$ cat src/rtl/lsu_defs.sv
// Shared definitions for the load/store unit: RV32I width codes, FSM state
// encodings and the access-legality rule.
package lsu_defs;

  localparam logic [2:0] F3_B  = 3'b000;
  localparam logic [2:0] F3_H  = 3'b001;
  localparam logic [2:0] F3_W  = 3'b010;
  localparam logic [2:0] F3_BU = 3'b100;
  localparam logic [2:0] F3_HU = 3'b101;

  localparam logic [2:0] S_IDLE    = 3'd0;
  localparam logic [2:0] S_RD      = 3'd1;
  localparam logic [2:0] S_RD_DATA = 3'd2;
  localparam logic [2:0] S_WR      = 3'd3;
  localparam logic [2:0] S_RESP    = 3'd4;

  // Misaligned halfword/word, reserved codes, and unsigned-width stores are illegal.
  function automatic logic access_error(input logic is_store, input logic [2:0] funct3,
                                        input logic [1:0] offset);
    case (funct3)
      F3_B:    access_error = 1'b0;
      F3_H:    access_error = offset[0];
      F3_W:    access_error = (offset != 2'b00);
      F3_BU:   access_error = is_store;
      F3_HU:   access_error = is_store | offset[0];
      default: access_error = 1'b1;
    endcase
  endfunction

endpackage

$ cat src/rtl/lsu_lane_align.sv
// Byte-lane steering: extracts and extends load data from a memory word, and
// merges sub-word store data into a previously read word.
module lsu_lane_align
  import lsu_defs::*;
(
  input  logic [2:0]  funct3,
  input  logic [1:0]  byte_off,
  input  logic [31:0] rdata,
  input  logic [15:0] wdata,
  output logic [31:0] load_data,
  output logic [31:0] merged_word
);

  logic [7:0]  sel_byte;
  logic [15:0] sel_half;

  always_comb begin
    sel_byte = rdata[{byte_off, 3'b000} +: 8];
    sel_half = byte_off[1] ? rdata[31:16] : rdata[15:0];
    case (funct3)
      F3_B:    load_data = {{24{sel_byte[7]}}, sel_byte};
      F3_BU:   load_data = {24'd0, sel_byte};
      F3_H:    load_data = {{16{sel_half[15]}}, sel_half};
      F3_HU:   load_data = {16'd0, sel_half};
      default: load_data = rdata;
    endcase
  end

  // Untouched lanes keep the values just read back from memory.
  always_comb begin
    merged_word = rdata;
    if (funct3 == F3_B)
      merged_word[{byte_off, 3'b000} +: 8] = wdata[7:0];
    else if (funct3 == F3_H)
      merged_word[{byte_off[1], 4'b0000} +: 16] = wdata;
  end

endmodule

$ cat src/rtl/load_store_unit.sv
// Single-outstanding load/store unit for RV32I data accesses, driving a
// 1-cycle-latency word memory; sub-word stores use read-modify-write.
module load_store_unit
  import lsu_defs::*;
#(
  parameter int RAM_ADDR_BITS = 9,
  parameter int RAM_WIDTH     = 32
) (
  input  logic                     clock,
  input  logic                     reset,
  input  logic                     req_valid,
  output logic                     req_ready,
  input  logic                     req_write,
  input  logic [2:0]               req_funct3,
  input  logic [31:0]              req_addr,
  input  logic [31:0]              req_wdata,
  output logic                     resp_valid,
  output logic [31:0]              resp_rdata,
  output logic                     resp_error,
  output logic                     mem_enable,
  output logic                     mem_write_enable,
  output logic [RAM_ADDR_BITS-1:0] mem_address,
  output logic [RAM_WIDTH-1:0]     mem_wdata,
  input  logic [RAM_WIDTH-1:0]     mem_rdata
);

  logic [2:0]               state;
  logic                     write_q;
  logic [2:0]               funct3_q;
  logic [RAM_ADDR_BITS+1:0] addr_q;
  logic [15:0]              wdata_q;
  logic [RAM_WIDTH-1:0]     word_q;
  logic [31:0]              load_data;
  logic [31:0]              merged_word;
  logic                     unused_addr_bits;

  // Address bits above the memory range are dropped, so accesses wrap.
  assign unused_addr_bits = ^req_addr[31:RAM_ADDR_BITS+2];

  assign req_ready        = (state == S_IDLE);
  assign resp_valid       = (state == S_RESP);
  assign mem_enable       = (state == S_RD) || (state == S_WR);
  assign mem_write_enable = (state == S_WR);
  assign mem_address      = addr_q[RAM_ADDR_BITS+1:2];
  assign mem_wdata        = word_q;

  lsu_lane_align u_lane_align (
    .funct3     (funct3_q),
    .byte_off   (addr_q[1:0]),
    .rdata      (mem_rdata),
    .wdata      (wdata_q),
    .load_data  (load_data),
    .merged_word(merged_word)
  );

  always_ff @(posedge clock) begin
    if (reset) begin
      state      <= S_IDLE;
      write_q    <= 1'b0;
      funct3_q   <= 3'd0;
      addr_q     <= '0;
      wdata_q    <= 16'd0;
      word_q     <= '0;
      resp_rdata <= 32'd0;
      resp_error <= 1'b0;
    end else begin
      case (state)
        S_IDLE: begin
          if (req_valid) begin
            write_q  <= req_write;
            funct3_q <= req_funct3;
            addr_q   <= req_addr[RAM_ADDR_BITS+1:0];
            wdata_q  <= req_wdata[15:0];
            if (access_error(req_write, req_funct3, req_addr[1:0])) begin
              resp_rdata <= 32'd0;
              resp_error <= 1'b1;
              state      <= S_RESP;
            end else if (req_write && req_funct3 == F3_W) begin
              word_q <= req_wdata;
              state  <= S_WR;
            end else begin
              state <= S_RD;
            end
          end
        end
        S_RD: state <= S_RD_DATA;
        S_RD_DATA: begin
          if (write_q) begin
            word_q <= merged_word;
            state  <= S_WR;
          end else begin
            resp_rdata <= load_data;
            resp_error <= 1'b0;
            state      <= S_RESP;
          end
        end
        S_WR: begin
          resp_rdata <= 32'd0;
          resp_error <= 1'b0;
          state      <= S_RESP;
        end
        S_RESP:  state <= S_IDLE;
        default: state <= S_IDLE;
      endcase
    end
  end

endmodule

$ cat config.mk
export PLATFORM = sky130hd
export DESIGN_NAME = load_store_unit
export DESIGN_NICKNAME = d
export VERILOG_FILES = /design/src/rtl/lsu_defs.sv /design/src/rtl/lsu_lane_align.sv /design/src/rtl/load_store_unit.sv
export SDC_FILE = /design/constraint.sdc
export NUM_CORES = 1
export LEC_CHECK = 0
export CAP_MARGIN = 20
export CORE_MARGIN = 5
export CORE_UTILIZATION = 69
export DETAILED_ROUTE_END_ITERATION = 6
export DONT_BUFFER_PORTS = 1
export PLACE_DENSITY_LB_ADDON = 0.05
export SLEW_MARGIN = 40
export SYNTH_ARGS = -nofsm -noshare
export SYNTH_HDL_FRONTEND = slang
export SYNTH_HIERARCHICAL = 1
export SYNTH_SLANG_ARGS = --single-unit
$ cat constraint.sdc
create_clock -name clock -period 7 [get_ports clock]
set_input_delay 0.7 -clock clock [delete_from_list [all_inputs] [get_ports clock]]
set_output_delay 0.7 -clock clock [all_outputs]
set_load 0.01 [all_outputs]
# [After elaboration in Yosys (flattened, before gate mapping)]
# Index checks and enable logic that the tools add are counted.
[classes] eq_ne=17 add_sub_neg=2 mux=28 bitwise=1 reduce_logical=11 shifts=5
[ops] cell="32-bit 2-to-1 mux" count=9
[ops] cell="32-bit one-hot mux with 4 select lines" count=1
[ops] cell="32-bit one-hot mux with 3 select lines" count=1
[ops] cell="32-bit bitwise mux" count=2
[ops] cell="32-bit one-hot mux with 2 select lines" count=1
[ops] cell="16-bit by 7-bit variable shift with 32-bit output, first input constant" count=1
[ops] cell="8-bit by 7-bit variable shift with 32-bit output, first input constant" count=1
[ops] cell="16-bit by 7-bit indexed part select with 32-bit output" count=1
[ops] cell="32-bit by 6-bit indexed part select with 8-bit output" count=1
[ops] cell="8-bit by 7-bit indexed part select with 32-bit output" count=1
[ops] cell="16-bit 2-to-1 mux" count=1
[ops] cell="3-bit equality test, second input constant" count=5
[ops] cell="5-bit negator with 7-bit output" count=2
[ops] cell="3-bit one-hot mux with 4 select lines" count=1
[ops] cell="3-bit by 1-bit equality test with 1-bit output, second input constant" count=3
[ops] cell="3-bit by 2-bit equality test with 1-bit output, second input constant" count=3
[ops] cell="3-bit logical NOT" count=3
[ops] cell="3-bit 2-to-1 mux" count=3
[ops] cell="2-bit inequality test, second input constant" count=4
[ops] cell="1-bit 2-to-1 mux" count=6
[ops] cell="1-bit one-hot mux with 5 select lines" count=1
[ops] cell="5-bit AND reduction" count=1
[ops] cell="2-bit by 1-bit inequality test with 1-bit output, second input constant" count=2
[ops] cell="4-bit AND reduction" count=1
[ops] cell="other kinds (8)" count=9
[word_totals] input_bits=103 ff_bits=99 out_inout_bits=78

# [Depth between registers and ports, before layout]
# Gate-level depths: netlist of the first run.
[logic_depth] ltp_word=8 mapped_depth=12 ltp_nobuf=8

# [By module]
# Netlist of the first run, hierarchy kept.
[by_module_without_submodules] module="load_store_unit" area_each_um2=4284.1 cells_each=461 n_inst=1 seq_area_each_um2=1981.9
[by_module_without_submodules] module="lsu_lane_align" area_each_um2=1407.6 cells_each=222 n_inst=1 seq_area_each_um2=0.0

# [Least setup slack after synthesis of the first run]
# No wires, ideal clock.
[synth_timing] path_type="register to register" start="reg addr_q[1]" end="reg word_q[12], in the netlist mem_wdata[12]" path_stages_with_launch=12 n_path_buf=4 setup_time_ns=0.081 period_less_slack_ns=2.419 arrival_time_ns=2.338 slack_ns=4.581 path_cell_list="dfxtp_1 > buf_2 > buf_4 > inv_1 > buf_2 > ha_1 > and4_2 > clkbuf_1 > a221oi_1 > a211oi_1 > mux2i_1 > a211oi_2"
[synth_between] elab_chain_len=7 word_cells_on_any_way=12
[synth_lines] item="start: declaration" line="load_store_unit.sv:30" text="logic [RAM_ADDR_BITS+1:0] addr_q;"
[synth_lines] item="start signal: assignment" line="load_store_unit.sv:72" text="addr_q <= req_addr[RAM_ADDR_BITS+1:0];"
[synth_lines] item="5-bit negator with 7-bit output" line="lsu_lane_align.sv:35" text="merged_word[{byte_off[1], 4'b0000} +: 16] = wdata;"
[synth_lines] item="16-bit by 7-bit indexed part select with 32-bit output or 16-bit by 7-bit variable shift with 32-bit output (tied branches)" line="lsu_lane_align.sv:35"
[synth_lines] item="32-bit bitwise mux" line="lsu_lane_align.sv:35"
[synth_lines] item="32-bit 2-to-1 mux" line="lsu_lane_align.sv:34" text="else if (funct3 == F3_H)"
[synth_lines] item="32-bit 2-to-1 mux *" line="lsu_lane_align.sv:32" text="if (funct3 == F3_B)"
[synth_lines] item="net merged_word[12]" line="load_store_unit.sv:34" text="logic [31:0] merged_word;"
[synth_lines] item="32-bit 2-to-1 mux *" line="load_store_unit.sv:88" text="if (write_q) begin"
[synth_lines] item="32-bit one-hot mux with 2 select lines *" line="load_store_unit.sv:67" text="case (state)"
[synth_lines] item="end signal: assignment" line="load_store_unit.sv:79" text="word_q <= req_wdata;"
[synth_lines] item="end signal: assignment" line="load_store_unit.sv:89" text="word_q <= merged_word;"
[synth_lines] item="end: declaration" line="load_store_unit.sv:32" text="logic [RAM_WIDTH-1:0] word_q;"
# The timed path passes the listed nets; every way through them passes the cells marked *. The select of a mux whose other input is x is not followed.
# A chain may end at the register's enable or synchronous reset.

# [Worst setup path after layout of the first run]
[layout_timing] start="reg state[0]" end="reg word_q[8], in the netlist mem_wdata[8]"
[layout_between] elab_chain_len=3 word_cells_on_any_way=9
[layout_lines] item="start: declaration" line="load_store_unit.sv:27" text="logic [2:0] state;"
[layout_lines] item="start signal: assignment" line="load_store_unit.sv:58" text="state <= S_IDLE;"
[layout_lines] item="start signal: assignment" line="load_store_unit.sv:77" text="state <= S_RESP;"
[layout_lines] item="start signal: assignment" line="load_store_unit.sv:80" text="state <= S_WR;"
[layout_lines] item="3-bit by 2-bit equality test with 1-bit output or 3-bit logical NOT (tied branches)" line="load_store_unit.sv:67"
[layout_lines] item="2-bit inequality test (no source line) (tied with other cells)"
[layout_lines] item="5-bit AND reduction (no source line)"
# Several ways; a longest one is shown, not always the timed one.

==> summary.txt, run 1 <==
STA
  • Setup violators final: 0
  • RSZ-0062 raised after global routing: no
  • Worst Clk Skew: 0.008711 ns
  • Crit share post-route: 44.09%
  • Max_slew headroom: 45.07%
  • Period minus WS final: 3.086 ns
  • Worst-margin pin slew: 0.8231 ns
  • FMAX: 324.0 MHz
  • Final TNS setup: 0 ns
  • Hold Vio Cnt, Final: 0
  • Max-slew violation count: 0

Final layout
  • # diodes: 0
  • Area grow syn2layout: 1.869%
  • Layout cell share with drive strength beyond 1: 11.02%
  • Fillers: 660
  • Nets: 747
  • Cell Count, Final, Fillers Out: 749
  • Util after Layout: 71.28%

Logic synthesis
  • Unique masters post-synth: 46
  • Mapped Nets: 791
  • Syn Std Cell Area: 5692 um2
  • Mapped Cells: 683
  • Post-synthesis sequential area ratio: 34.82%
  • Number of synthesis warnings: 6
  • Synthesized flop and latch total: 99
  • Syn_area_per_cell: 8.333 um2

Setup path
  • Setup crit end kind: flop
  • Critical path class: reg -> reg
  • R2R setup slack: 3.91 ns
  • Max FO, Critical Path: 40
  • CP Launch Type: flop
  • WP data required: 7.30 ns
  • Worst EP arrival: 3.38 ns

Place
  • HPWL Detailed: 11,060 um
  • Placed Cells: 733
  • Final GP Congestion: 0.9668
  • # port buffers: 0

Floorplanning
  • Starting Density: 69.97%
  • Die W: 100.8 um
  • Core Region: 8134 um2
  • I/O Pins: 181
  • Die footprint: 10,170 um2
  • # rows: 33
  • Die H: 100.8 um

Clock tree
  • CTS root buf: clkbuf_8
  • Clock slew at reported path FFs: 0.10 ns
  • # resized after CTS: 0
  • Clock latency on the worst-skew pair: 0.37 ns
  • Clock buffer count from CTS: 9
  • Longest Clk Path Bufs: 2
  • TritonCTS clock tree: yes
  • H-tree levels: 3
  • Clock Sinks: 99
  • Hold buffer count at CTS: 0
  • Setup bufs post-CTS: 0

Route
  • Wire length per cell: 20.31 um
  • Final ANT Viol Nets: 0
  • DRC violations left: 0
  • Starting DRC count in detailed routing: 485
  • Pre-antenna DRT Iters: 5
  • Vias per cell: 6.419
  • Via total after detailed routing: 4,808
  • Final wirelength: 15,210 um

Power and ir drop
  • VDD IR max: 155.0 uV
  • Pwr dens: 219.5 nW/um2
  • Pwr Total: 1273 uW
  • LEAKAGE: 0.002037 uW

GRT
  • Vias in the first global route: 4,625
  • Antenna violations before repair: 0
  • First-pass GRT wire length: 23,740 um
  • GRT overflow: 0
  • Overall Global Routing Usage: 29.63%
  • Largest net degree at the start of global routing: 99

Flow run
  • Max-Cap Viols: 0

Outcome
  • Status: completed

Worst hold path
  • Worst hold-check path type: in -> reg
metrics by stage:
stage	setup slack (ns)	hold WS [ns]	instance area, um2
6_report	3.914	0.4129	5798
5_1_grt	3.712	0.3616	5798
4_1_cts	3.886	0.3821	5798
3_5_place_dp	3.725	0.4772	5564
3_3_place_gp	3.369	0.4617	5540
2_1_floorplan	4.581	0.4367	5692
metal layers:
| metal | global-route usage (%) | share of wire (%) | vias up | wire length, um |
|---|---|---|---|---|
| li1 | - | - | 2309 | - |
| met1 | 38.88 | 40 | 2213 | 6082 |
| met2 | 46.58 | 46 | 249 | 7014 |
| met3 | 8.512 | 11 | 37 | 1703 |
| met4 | 10.36 | 2.7 | 0 | 408 |
| met5 | 0 | 0 | - | 0 |
area by class of cell:
type                            count  area, um2  share of cell area, %
Inverter                            5      18.77                 0.3237
Tap cell                          105      131.4                  2.266
Sequential cell                    99       1982                  34.18
Clock buffer                       11      151.4                  2.611
Clock inverter                      5      82.58                  1.424
Multi-Input combinational cell    516       3368                  58.09
Timing Repair Buffer                8      63.81                  1.101
critical path, cell delays in order, from the launching register on:
cell      delay, ns
dfxtp_1        0.42
or4b_2         1.05
o31ai_4        0.67
buf_4          0.51
nor2_1         0.12
a211oi_2       0.21
where the power goes:
group	internal [uW]	switching, uW
combinational	95.2	142
clock	223	203
sequential	581	28.5
synthesized netlist by cell type (all sizes together):
master | number | area, um2
nand2 | 150 | 563.0
nor3 | 10 | 61.31
o21bai | 1 | 7.510
nand3 | 4 | 20.02
a31o | 1 | 8.760
a221oi | 16 | 140.1
nor3b | 5 | 37.54
dfxtp | 99 | 1982
nor2b | 5 | 31.28
a21boi | 1 | 7.510
a32o | 1 | 10.01
mux2 | 4 | 45.04
o31ai | 1 | 21.27
clkbuf | 30 | 112.6
o22ai | 16 | 100.1
inv | 4 | 15.01
and3 | 1 | 7.510
nor2 | 55 | 209.0
ha | 5 | 62.56
buf | 33 | 237.7
mux2i | 67 | 670.6
or3 | 2 | 12.51
nor4b | 1 | 23.77
clkinv | 1 | 3.750
or4b | 1 | 10.01
a21oi | 41 | 220.2
and4 | 1 | 10.01
a22oi | 6 | 45.04
o221ai | 1 | 8.760
or4 | 1 | 7.510
a211oi | 49 | 508.0
and2 | 2 | 12.51
or4bb | 1 | 11.26
a22o | 16 | 140.1
o211ai | 3 | 22.52
o21ai | 9 | 45.04
nand2b | 38 | 237.7
mux4 | 1 | 22.52
cells in the final DEF, fill, tap and decap left out, types with 4 or more instances in the layout:
master / instances
a22oi_1: 6
buf_4: 7
nor3b_1: 4
nand2b_1: 38
a22o_1: 16
nor2b_1: 4
mux2_2: 4
dfxtp_1: 99
nor2_1: 54
o21ai_0: 9
ha_1: 5
mux2i_1: 67
a211oi_2: 28
o22ai_1: 16
a21oi_1: 39
nand3_1: 4
clkbuf_8: 11
nand2_1: 150
a211oi_1: 21
a221oi_1: 16
nor3_1: 9
kinds of logic (layout without fill, tap and decap cells):
family          count (synthesis)  in the layout  synth area share, %
compound gates                162            162                22.58
fa+ha+maj                       5              5                1.099
buf+inv                        68             29                6.485
flops                          99             99                34.82
mux                            72             72                12.97
simple gates                  277            277                22.05
sequential cells by signal, indices dropped and copies added (netlist names):
register	cells
addr_q	11
mem_wdata	32
resp_rdata	32
wdata_q	16
state	3
resp_error	1
write_q	1
funct3_q	3
final timing paths:
path         cells past startpoint        start       endpoint
max                              5     state[0]   mem_wdata[8]
min                              1        reset  mem_wdata[26]
max reg2reg                      5     state[0]   mem_wdata[8]
min reg2reg                      2  wdata_q[15]    wdata_q[15]
(Power assumes the default switching activity.)
==> run 2, diff against run 1 <==
--- a/config.mk
+++ b/config.mk
@@ -7,7 +7,7 @@
 export LEC_CHECK = 0
 export CAP_MARGIN = 20
 export CORE_MARGIN = 5
-export CORE_UTILIZATION = 69
+export CORE_UTILIZATION = 58
 export DETAILED_ROUTE_END_ITERATION = 6
 export DONT_BUFFER_PORTS = 1
 export PLACE_DENSITY_LB_ADDON = 0.05
==> constraint.sdc (replaced) <==
create_clock -name clock -period 2.82 [get_ports clock]
set_input_delay 0.282 -clock clock [delete_from_list [all_inputs] [get_ports clock]]
set_output_delay 0.282 -clock clock [all_outputs]
set_load 0.01 [all_outputs]
==> run 2 against run 1 <==
  * Register-to-register slack lost 3.5 ns
  * Sequential share of layout area decreased by 0.36 points
  * First-iteration DRC count shrank 1.2%
  * Clock power increased by 120%
  * Die area is 17% higher
  * Maximum frequency increased by 30%
  * Clock skew rose by 0.00070 ns
  * Wire length increased by 5.5%
  * Worst setup slack worse by 3.5 ns
  * Critical path depth up 3
  * Global-route usage is 3.0 points lower
==> summary.txt, run 2 (synthesis gave the netlist of run 1 again) <==
Final layout
  • Reg area: 1982 um2
  • # diodes: 0
  • Nets: 755
  • Area grow syn2layout: 2.968%
  • Commonest non-fill, non-tap cell in the layout: nand2_1
  • Commonest cells after routing, fill and taps aside: 150 x nand2_1, 99 x dfxtp_1, 67 x mux2i_1
  • Final Cell Area: 5861 um2
  • Layout cell share with drive strength beyond 1: 11.81%
  • Fillers: 886
  • Multi-input logic area: 3356 um2

Floorplanning
  • Core Region: 9684 um2
  • Die W: 109.1 um
  • I/O Pins: 181
  • Die footprint: 11,890 um2
  • # rows: 36
  • Die H: 109.1 um
  • Starting Density: 58.77%

STA
  • Hold slack: 0.02958 ns
  • Crit share post-route: 84.38%
  • Max-slew violation count: 0
  • Worst Clk Skew: 0.009407 ns
  • Hold Vio Cnt, Final: 0
  • Worst-margin pin slew: 0.6933 ns
  • RSZ-0062 raised after global routing: no
  • Period minus WS final: 2.380 ns
  • Setup violators final: 0
  • FMAX: 420.2 MHz
  • Max_slew headroom: 53.78%
  • Final TNS setup: 0 ns

Clock tree
  • Clock Sinks: 99
  • TritonCTS clock tree: yes
  • # resized after CTS: 0
  • Clock buffer count from CTS: 9
  • Clock latency on the worst-skew pair: 0.38 ns
  • Clock slew at reported path FFs: 0.10 ns
  • CTS root buf: clkbuf_8
  • H-tree levels: 3
  • Longest Clk Path Bufs: 2

Place
  • # port buffers: 0
  • Area after DPL: 5635 um2
  • Final GP Congestion: 0.8928
  • HPWL Detailed: 11,840 um

Setup path
  • Worst EP arrival: 2.69 ns
  • FF-to-FF path depth: 8
  • WP depth: 8
  • Crit path largest cell delay: 0.51 ns
  • WP data required: 3.13 ns
  • Critical path, cell by cell: buf_4, ha_1, clkinv_1, nor4b_4, a221oi_1, a211oi_1, mux2i_1, a211oi_2
  • Worst path slowest cell: nor4b_4
  • Critical path class: reg -> reg
  • CP Launch Type: flop
  • CP delay by family, top: compound AO/OA/AOI/OAI gates
  • Max FO, Critical Path: 9
  • Setup crit end kind: flop
  • WP buf/inv: 2

GRT
  • Largest net degree at the start of global routing: 65
  • Antenna violations before repair: 0
  • Vias in the first global route: 4,661
  • Overall Global Routing Usage: 26.60%
  • First-pass GRT wire length: 24,480 um
  • GRT overflow: 0

Flow run
  • Max-Cap Viols: 0

Power and ir drop
  • Pwr dens: 523.6 nW/um2
  • LEAKAGE: 0.002067 uW
  • Pwr Total: 3068 uW
  • VDD IR max: 264.7 uV

Route
  • Final wirelength: 16,050 um
  • Wire length per cell: 20.44 um
  • Pre-antenna DRT Iters: 5
  • Via total after detailed routing: 4,836
  • DRC violations left: 0
  • Vias per cell: 6.161
  • Starting DRC count in detailed routing: 479
  • Final ANT Viol Nets: 0

Worst hold path
  • Worst hold-check path type: in -> reg
  • Worst Hold Depth: 2

Outcome
  • Status: completed
-- run 2: report_power, final --
group | internal, uW | total [uW] | switching (uW) | leakage [uW]
combinational | 247 | 626 | 379 | 0.00116
clock | 415 | 933 | 518 | 0.000100
sequential | 1440 | 1510 | 67.6 | 0.000803
total | 2100 | 3070 | 964 | 0.00207
-- run 2: final cells by class --
class / count / area share [%]
Sequential cell: 99 / 33.82
Tap cell: 133 / 2.839
Inverter: 5 / 0.3202
Clock inverter: 7 / 1.260
Clock buffer: 9 / 2.114
Multi-Input combinational cell: 516 / 57.26
Timing Repair Buffer: 16 / 2.391
-- run 2: metrics by stage --
| step | cells | utilization, % | setup slack [ns] |
|---|---|---|---|
| after global placement | 768 | 58.19 | 0.5297 |
| after detailed placement | 768 | 58.19 | 0.4684 |
| after global routing | 785 | 60.52 | 0.2238 |
| after CTS | 785 | 60.52 | 0.4525 |
| after floorplan | 683 | - | 0.4012 |
| final | 785 | 60.52 | 0.4404 |
-- run 2: final timing paths --
check              startpoint            end  slack (ns)
setup / recovery    addr_q[0]  mem_wdata[26]        0.44
hold / removal    req_addr[4]      addr_q[4]        0.03
setup reg to reg    addr_q[0]  mem_wdata[26]        0.44
hold reg to reg    wdata_q[8]     wdata_q[8]        0.49
-- run 2: timing repair --
item | CTS | global route
hold endpoints to repair | 64 | 0
buffers inserted | 0 | 0
hold buffers | 1 | 0
-- run 2: layer usage --
metal / global-route usage [%] / vias to the layer above / share of wire (%)
met5: 0 / - / 0
met4: 11.09 / 0 / 2.9
met3: 6.572 / 37 / 9.5
met2: 42.37 / 209 / 46
met1: 34.32 / 2260 / 42
li1: - / 2330 / -
